===== src/rtl/fft_pkg.sv =====
// Shared FFT datapath constants and helpers: complex sample packing and constant log2.
package fft_pkg;
  localparam int FFT_DATA_W = 16;
  localparam int FFT_HALF_W = 8;

  function automatic int clog2(input int v);
    int r;
    r = 0;
    while ((1 << r) < v) r++;
    return r;
  endfunction

  // Real part sits in the upper half of a packed complex sample, imaginary in the lower.
  function automatic logic [FFT_HALF_W-1:0] re(input logic [FFT_DATA_W-1:0] x);
    return x[FFT_DATA_W-1:FFT_HALF_W];
  endfunction

  function automatic logic [FFT_HALF_W-1:0] im(input logic [FFT_DATA_W-1:0] x);
    return x[FFT_HALF_W-1:0];
  endfunction
endpackage


===== src/rtl/fft_delay_ram.sv =====
// Half-block delay memory: one synchronous write port, one asynchronous read port, no reset.
module fft_delay_ram #(
  parameter int DEPTH  = 8,
  parameter int DATA_W = 16,
  parameter int AW     = 3
) (
  input  logic              i_clk,
  input  logic              i_we,
  input  logic [AW-1:0]     i_waddr,
  input  logic [DATA_W-1:0] i_wdata,
  input  logic [AW-1:0]     i_raddr,
  output logic [DATA_W-1:0] o_rdata
);
  logic [DATA_W-1:0] r_mem [DEPTH];

  always_ff @(posedge i_clk) begin
    if (i_we) r_mem[i_waddr] <= i_wdata;
  end

  assign o_rdata = r_mem[i_raddr];
endmodule


===== src/rtl/fft_pair_commutator.sv =====
// Radix-2 pairing stage: buffers x[0..DEPTH-1] of each block, then emits (x[k], x[k+DEPTH]).
module fft_pair_commutator
  import fft_pkg::*;
#(
  parameter int DATA_W = FFT_DATA_W,
  parameter int DEPTH  = 8,
  parameter int TW_W   = 1
) (
  input  logic              clock_c,
  input  logic              reset_n,
  input  logic              sync_clr,
  input  logic              in_en,
  input  logic [DATA_W-1:0] in_data,
  output logic              out_en,
  output logic [DATA_W-1:0] out_a,
  output logic [DATA_W-1:0] out_b,
  output logic [TW_W-1:0]   out_tw,
  output logic              out_first
);
  localparam int AW = clog2(DEPTH);
  localparam int CW = AW + 1;

  logic [CW-1:0]     r_cnt;
  logic              w_pair;
  logic [AW-1:0]     w_k;
  logic              w_we;
  logic [AW-1:0]     w_waddr;
  logic [DATA_W-1:0] w_rdata;

  assign w_pair  = r_cnt[AW];
  assign w_k     = r_cnt[AW-1:0];
  // A restart always lands its sample at slot 0, whatever phase the counter was in.
  assign w_we    = in_en && (sync_clr || !w_pair);
  assign w_waddr = sync_clr ? '0 : w_k;

  fft_delay_ram #(.DEPTH(DEPTH), .DATA_W(DATA_W), .AW(AW)) u_ram (
    .i_clk   (clock_c),
    .i_we    (w_we),
    .i_waddr (w_waddr),
    .i_wdata (in_data),
    .i_raddr (w_k),
    .o_rdata (w_rdata)
  );

  always_ff @(posedge clock_c or negedge reset_n) begin
    if (!reset_n) begin
      r_cnt     <= '0;
      out_en    <= 1'b0;
      out_a     <= '0;
      out_b     <= '0;
      out_tw    <= '0;
      out_first <= 1'b0;
    end else if (sync_clr) begin
      r_cnt     <= {{AW{1'b0}}, in_en};
      out_en    <= 1'b0;
      out_first <= 1'b0;
    end else if (in_en) begin
      r_cnt <= r_cnt + 1'b1;
      if (w_pair) begin
        out_a     <= w_rdata;
        out_b     <= in_data;
        out_tw    <= w_k[AW-1 -: TW_W];
        out_en    <= 1'b1;
        out_first <= (w_k == '0);
      end else begin
        out_en    <= 1'b0;
        out_first <= 1'b0;
      end
    end else begin
      out_en <= 1'b0;
    end
  end
endmodule


===== config.mk =====
export PLATFORM = sky130hd
export DESIGN_NAME = fft_pair_commutator
export DESIGN_NICKNAME = d
export VERILOG_FILES = /design/src/rtl/fft_pkg.sv /design/src/rtl/fft_delay_ram.sv /design/src/rtl/fft_pair_commutator.sv
export SDC_FILE = /design/constraint.sdc
export NUM_CORES = 1
export LEC_CHECK = 0
export ABC_AREA = 1
export CAP_MARGIN = 5
export CORE_MARGIN = 10
export CORE_UTILIZATION = 60
export DETAILED_ROUTE_END_ITERATION = 7
export PLACE_DENSITY = 0.8
export RECOVER_POWER = 100
export SYNTH_ARGS = -nofsm -noshare
export SYNTH_HDL_FRONTEND = slang
export SYNTH_SLANG_ARGS = --single-unit

===== constraint.sdc =====
create_clock -name clock_c -period 6.9 [get_ports clock_c]
set_input_delay 1.035 -clock clock_c [delete_from_list [all_inputs] [get_ports clock_c]]
set_output_delay 1.035 -clock clock_c [all_outputs]
set_load 0.02 [all_outputs]

# Word-level counts from Yosys, hierarchy flattened
# Memory sizes are Yosys's and may differ from the RTL's. A register that Yosys moved wholly into a read port is not among the register bits.
# Index checks and enable logic that the tools add are counted.
# W data, S select, Z words.
[op_classes]
reduce_logical = 7
bitwise_logic = 1
muxes = 11
n_addsub = 1
[ops]
columns = ["cell", "count"]
rows = [
  ["$mux W1", 8],
  ["$mux W4", 2],
  ["$add A4 B1 Y4 const B", 1],
  ["$logic_not A3 Y1", 1],
  ["$mux W3", 1],
  ["$reduce_and A3 Y1", 1],
  ["$logic_not A1 Y1", 2],
  ["$reduce_bool A2 Y1", 1],
  ["$logic_and A1 B1 Y1", 1],
  ["$logic_or A1 B1 Y1", 1],
  ["$not A1 Y1", 1],
]
[totals]
out_inout_bits = 35
ram_bits = 128
mem_count = 1
regBits = 23
word_cells = 26
[memory_table]
columns = ["name", "depth", "word_bits", "rd", "rd_ports_with_merged_regs", "wr", "line_no", "text"]
rows = [
  ["u_ram.r_mem", 8, 16, 1, 1, 1, "fft_delay_ram.sv:14", "logic [DATA_W-1:0] r_mem [DEPTH];"],
]

# Logic depth before layout (Yosys ltp)
[depth]
word_depth = 5
ltp_mapped = 9
depth_no_buf = 6

# Modules after synthesis
# From an unflattened synthesis, not the netlist that was laid out.
[hier_totals]
hier_cells = 745
area_unflattened_um2 = 7270.7
[by_module_without_submodules]
columns = ["module", "seq_area_each_um2", "area_each_um2", "instances", "cells_each"]
rows = [
  ["fft_delay_ram", 3843.7, 5669.2, 1, 571],
  ["fft_pair_commutator", 975.9, 1601.5, 1, 174],
]

# Worst setup path after synthesis
# No wires, ideal clock.
[synth_timing]
path_kind = "input to register"
startpoint = "input in_en"
endpoint = "memory u_ram.r_mem[6][0] (enable)"
setup_slack_ps = 3619
setup_ps = 430
t_arrival_ps = 2850
cell_stages = 3
required_time_ps = 6470
path_buffers = 1
cell_sequence = "buf_2 -> nand2_1 -> nor4_1"
[synth_via]
elab_chain_len = 3
[synth_lines]
columns = ["item", "line_no", "text"]
rows = [
  ["start: declaration", "fft_pair_commutator.sv:12", "input logic in_en,"],
  ["$logic_and A1 B1 Y1", "fft_pair_commutator.sv:33", "assign w_we = in_en && (sync_clr || !w_pair);"],
  ["$mux W1", "fft_delay_ram.sv:17", "if (i_we) r_mem[i_waddr] <= i_wdata;"],
  ["$mux W1 (not written as such)", "fft_delay_ram.sv:17", ""],
  ["end: declaration", "fft_delay_ram.sv:14", ""],
]
# Every way passes these cells.

# Worst setup path in the final report
[layout_timing]
startpoint = "input in_en"
endpoint = "register out_b[3]"
[layout_via]
elab_chain_len = 1
[layout_lines]
columns = ["item", "line_no", "text"]
rows = [
  ["$reduce_and A3 Y1 (no source line)", "-", ""],
  ["end signal: assignment", "fft_pair_commutator.sv:61", "out_b <= in_data;"],
  ["end: declaration", "fft_pair_commutator.sv:16", "output logic [DATA_W-1:0] out_b,"],
]
# Every way passes these cells.
# A chain may end at the register's enable or synchronous reset.

==> reports/qor_table.md <==
| Group | Metric | This run |
| --- | --- | --- |
| run status | Run status | finished, violations left |
| run status | Violated checks | max-capacitance violations, max-slew violations |
| critical path | Endpoint class of the critical path | flop |
| sta | Final-report setup violation count | 0 |
| clock tree | Clock-pin slew on the worst setup and hold paths | 0.06 ns |
| critical path | Family of cells with the greatest summed delay on the critical path | buffers and inverters |
| worst hold path | Hold WC Path Type | flop to flop |
| critical path | Required @ worst endpoint | 7.24 ns |
| placed design | Number of port buffers | 54 |
| global routing | First-pass GRT wire length | 25.52 mm |
| final layout | Multi-input gate area | 1598 um2 |
| critical path | Element type at the critical path start | input pin |
| sta | Slew of the pin with the lowest slew margin | 2.376 ns |
| critical path | Standard cell with the maximum stage delay on the critical path | sky130_fd_sc_hd__nand3_1 |
| clock tree | Setup Buffers After CTS | 0 |
| final layout | Final cell count without fillers | 833 |
| final layout | Ant diodes | 0 |
| global routing | Total Routing Usage GR | 20.30% |
| global routing | Pin count of the biggest net entering global routing | 70 |
| sta | Highest clock rate | 231.9 MHz |
| critical path | Series of cell instances along the critical path | dlygate4sd3_1 > nand3_1 > inv_1 > nand2_1 > nand2_1 |
| placed design | HPWL after detailed placement | 8.904 mm |
| synthesis | Post-synthesis sequential element count | 167 |
| sta | Max Clock Skew | 0.01102 ns |
| synthesis | Sequential element share of the synthesized area | 69.73% |
| final layout | Final net count | 699 |
| clock tree | Clock latency at the later pin of the worst-skew pair | 0.42 ns |
| die | Starting Density | 60.79% |
| placed design | Weighted congestion at the end of routability-driven global placement | 0.8105 |
| routing | Final routed DRC violation total | 0 |
| die | Top-Level Pins | 55 |
| clock tree | Number of hold buffers added after CTS | 0 |
| synthesis | Average size of a mapped cell | 11.08 um2 |
| sta | Period utilisation layout | 62.50% |
| sta | Shortest clock period the worst path allows after layout | 4.313 ns |
| routing | First-pass iteration count of the detailed router | 5 |
| sta | Relative slew slack | -58.38% |
| die | Core box area | 11370 um2 |
| critical path | Type of the setup path with the least slack | input pin to flop |
| synthesis | Warning count from the yosys run | 0 |
| final layout | Area growth syn-to-layout | 15.86% |
| global routing | Met3 Resource Use GR | 4.715% |
| critical path | Buffer and inverter count on the worst path | 2 |
| final layout | Layout filler cell count | 793 |
| clock tree | Post-cts sizing count | 0 |
| routing | Number of vias per cell | 5.622 |
| global routing | Gr busiest metal | met2 |
| sta | RSZ-0062 raised after global routing | false |
| global routing | Number of global-route vias before repair | 4764 |
| die | Area of the die | 16210 um2 |
| synthesis | Post-Syn Instances | 624 |
| clock tree | Buffers from clock root to sink, at most | 2 |
| pwr | VDD IR-drop max | 203.5 uV |
| sta | Final hold viol count | 0 |
| sta | Worst hold slack | 0.4738 ns |
| clock tree | Number of levels the H-tree was split into | 4 |
| global routing | Global routing usage on met2 | 33.51% |
| synthesis | Summed instance area of the synthesized netlist | 6912 um2 |
| critical path | Critical path's largest stage delay | 1.44 ns |
| global routing | Overflow left after global routing | 0 |
| routing | Detailed-route wire length per cell | 19.36 um |
| global routing | M1 GR Usage | 25.57% |
| critical path | Setup slack of the most critical reg-to-reg path | 2.84 ns |
| routing | First DRT Iteration DRCs | 633 |
| sta | Final sum of negative setup slack | 0 ns |
| final layout | Storage element area | 4820 um2 |
| critical path | Data arrival time of the critical path | 4.65 ns |
| global routing | Initial antenna violation count | 0 |
| clock tree | TritonCTS Buffers | 17 |
| routing | Total Wirelength | 16.13 mm |
| synthesis | Total nets after synthesis | 646 |
| sta | Final max-slew violation count | 146 |
| die | Die Y-Extent | 127.3 um |
| pwr | Leakage component of the power | 3.563 nW |
| final layout | Share of final-layout standard cells stronger than drive strength 1 | 6.667% |
| critical path | Critical-path maximum fanout | 35 |
| synthesis | Count of distinct cell types in the synthesized netlist | 22 |
| clock tree | Clock Sinks | 167 |
| pwr | Areal power density over the cells | 276.7 nW/um2 |
| clock tree | TritonCTS clock tree | done |
| die | Die X-Extent | 127.3 um |
| placed design | Dpl cells | 801 |
| clock tree | Root buffer cell | sky130_fd_sc_hd__clkbuf_16 |
| die | FP Rows | 39 |
| routing | Via Count | 4683 |
| routing | Antenna viol nets, final | 0 |
| critical path | Cell seen most often among critical-path stages | sky130_fd_sc_hd__nand2_1 |
| run | Max-cap violations | 3 |
-- registers in the layout, indices dropped and copies added (netlist names) --
register     flops
u_ram.r_mem    128
out_tw           1
out_a           16
r_cnt            4
out_b           16
out_first        1
out_en           1
-- final timing paths --
path	from	depth (start not counted)	endpoint
setup / recovery	in_en	5	out_b[3]
hold / removal	out_first	2	out_first
setup reg to reg	r_cnt[0]	4	r_cnt[1]
hold reg to reg	out_first	2	out_first
max in group asynchronous	reset_n	1	out_b[11]
min in group asynchronous	reset_n	1	out_a[1]
-- through the flow --
step / utilization [%] / worst slack [ns] / area (um2) / power [mW]
after CTS: 71.10 / 3.949 / 8084 / 2.224
after global placement: 66.06 / 3.697 / 7511 / 1.297
final: 70.43 / 2.587 / 8008 / 2.216
after detailed placement: 66.06 / 3.617 / 7511 / 1.301
after floorplan: - / 3.619 / 6912 / 1.238
after global routing: 70.43 / 2.413 / 8008 / 2.282
-- layer usage --
metal	up-vias	part of all wire (%)
li1	2150	-
met1	2262	39
met2	241	51
met3	30	7.6
met4	0	2.1
met5	-	0
-- cell usage after synthesis (all sizes together) --
library cell	n	area (um2)
a21oi	3	15.01
buf	27	182.7
clkbuf	2	7.510
dfrtp	39	975.9
edfxtp	128	3844
ha	2	25.02
inv	71	266.5
nand2	232	870.8
nand3	100	603.1
nand4	1	6.260
nor2	13	81.33
nor4	1	6.260
o211ai	1	7.510
o21ai	4	20.02
-- cell usage in the layout, fill, tap and decap left out --
cell type / count
sky130_fd_sc_hd__clkinvlp_4: 2
sky130_fd_sc_hd__nand2_1: 232
sky130_fd_sc_hd__nand4_1: 1
sky130_fd_sc_hd__inv_1: 67
sky130_fd_sc_hd__bufinv_16: 3
sky130_fd_sc_hd__clkbuf_16: 17
sky130_fd_sc_hd__ha_1: 2
sky130_fd_sc_hd__o21ai_0: 4
sky130_fd_sc_hd__nand3_1: 87
sky130_fd_sc_hd__o211ai_1: 1
sky130_fd_sc_hd__inv_2: 4
sky130_fd_sc_hd__nand3_2: 13
sky130_fd_sc_hd__dfrtp_1: 39
sky130_fd_sc_hd__buf_4: 1
sky130_fd_sc_hd__a21oi_1: 3
sky130_fd_sc_hd__clkbuf_1: 14
sky130_fd_sc_hd__dlygate4sd3_1: 52
sky130_fd_sc_hd__nor2_8: 2
sky130_fd_sc_hd__clkinv_1: 1
sky130_fd_sc_hd__nor2_1: 11
sky130_fd_sc_hd__clkdlybuf4s50_1: 1
sky130_fd_sc_hd__edfxtp_1: 128
sky130_fd_sc_hd__nor4_1: 1
sky130_fd_sc_hd__clkinv_2: 4
-- final cells by class --
type                    instances  share of cell area, %
multi-input cells             357                  19.95
repair buffers                 63                  7.141
clock buffers                  22                  5.547
flip-flops and latches        167                  60.19
clock inverters                10                  1.609
well taps                     143                  2.234
inverters                      71                  3.328
-- power breakdown --
group          switching, mW  internal [mW]  leakage [nW]
Sequential            0.0189           1.11          1.70
Combinational          0.105         0.0487          1.58
Clock                  0.370          0.566         0.275
Total                  0.494           1.72          3.56
-- cell families (layout without fill, tap and decap cells) --
group | count (synthesis) | after routing | share of synthesized area (%)
simple gates | 347 | 347 | 22.68
flops | 167 | 167 | 69.73
buf+inv | 100 | 166 | 6.608
compound gates | 8 | 8 | 0.6155
fa+ha+maj | 2 | 2 | 0.3620
-- tightest hold or removal path: stages (launching register included) --
cell and delay (ns):
sky130_fd_sc_hd__dfrtp_1 0.34, sky130_fd_sc_hd__nand2_1 0.05, sky130_fd_sc_hd__nand2_1 0.05
Note: power is estimated with default switching activity, not from simulation.
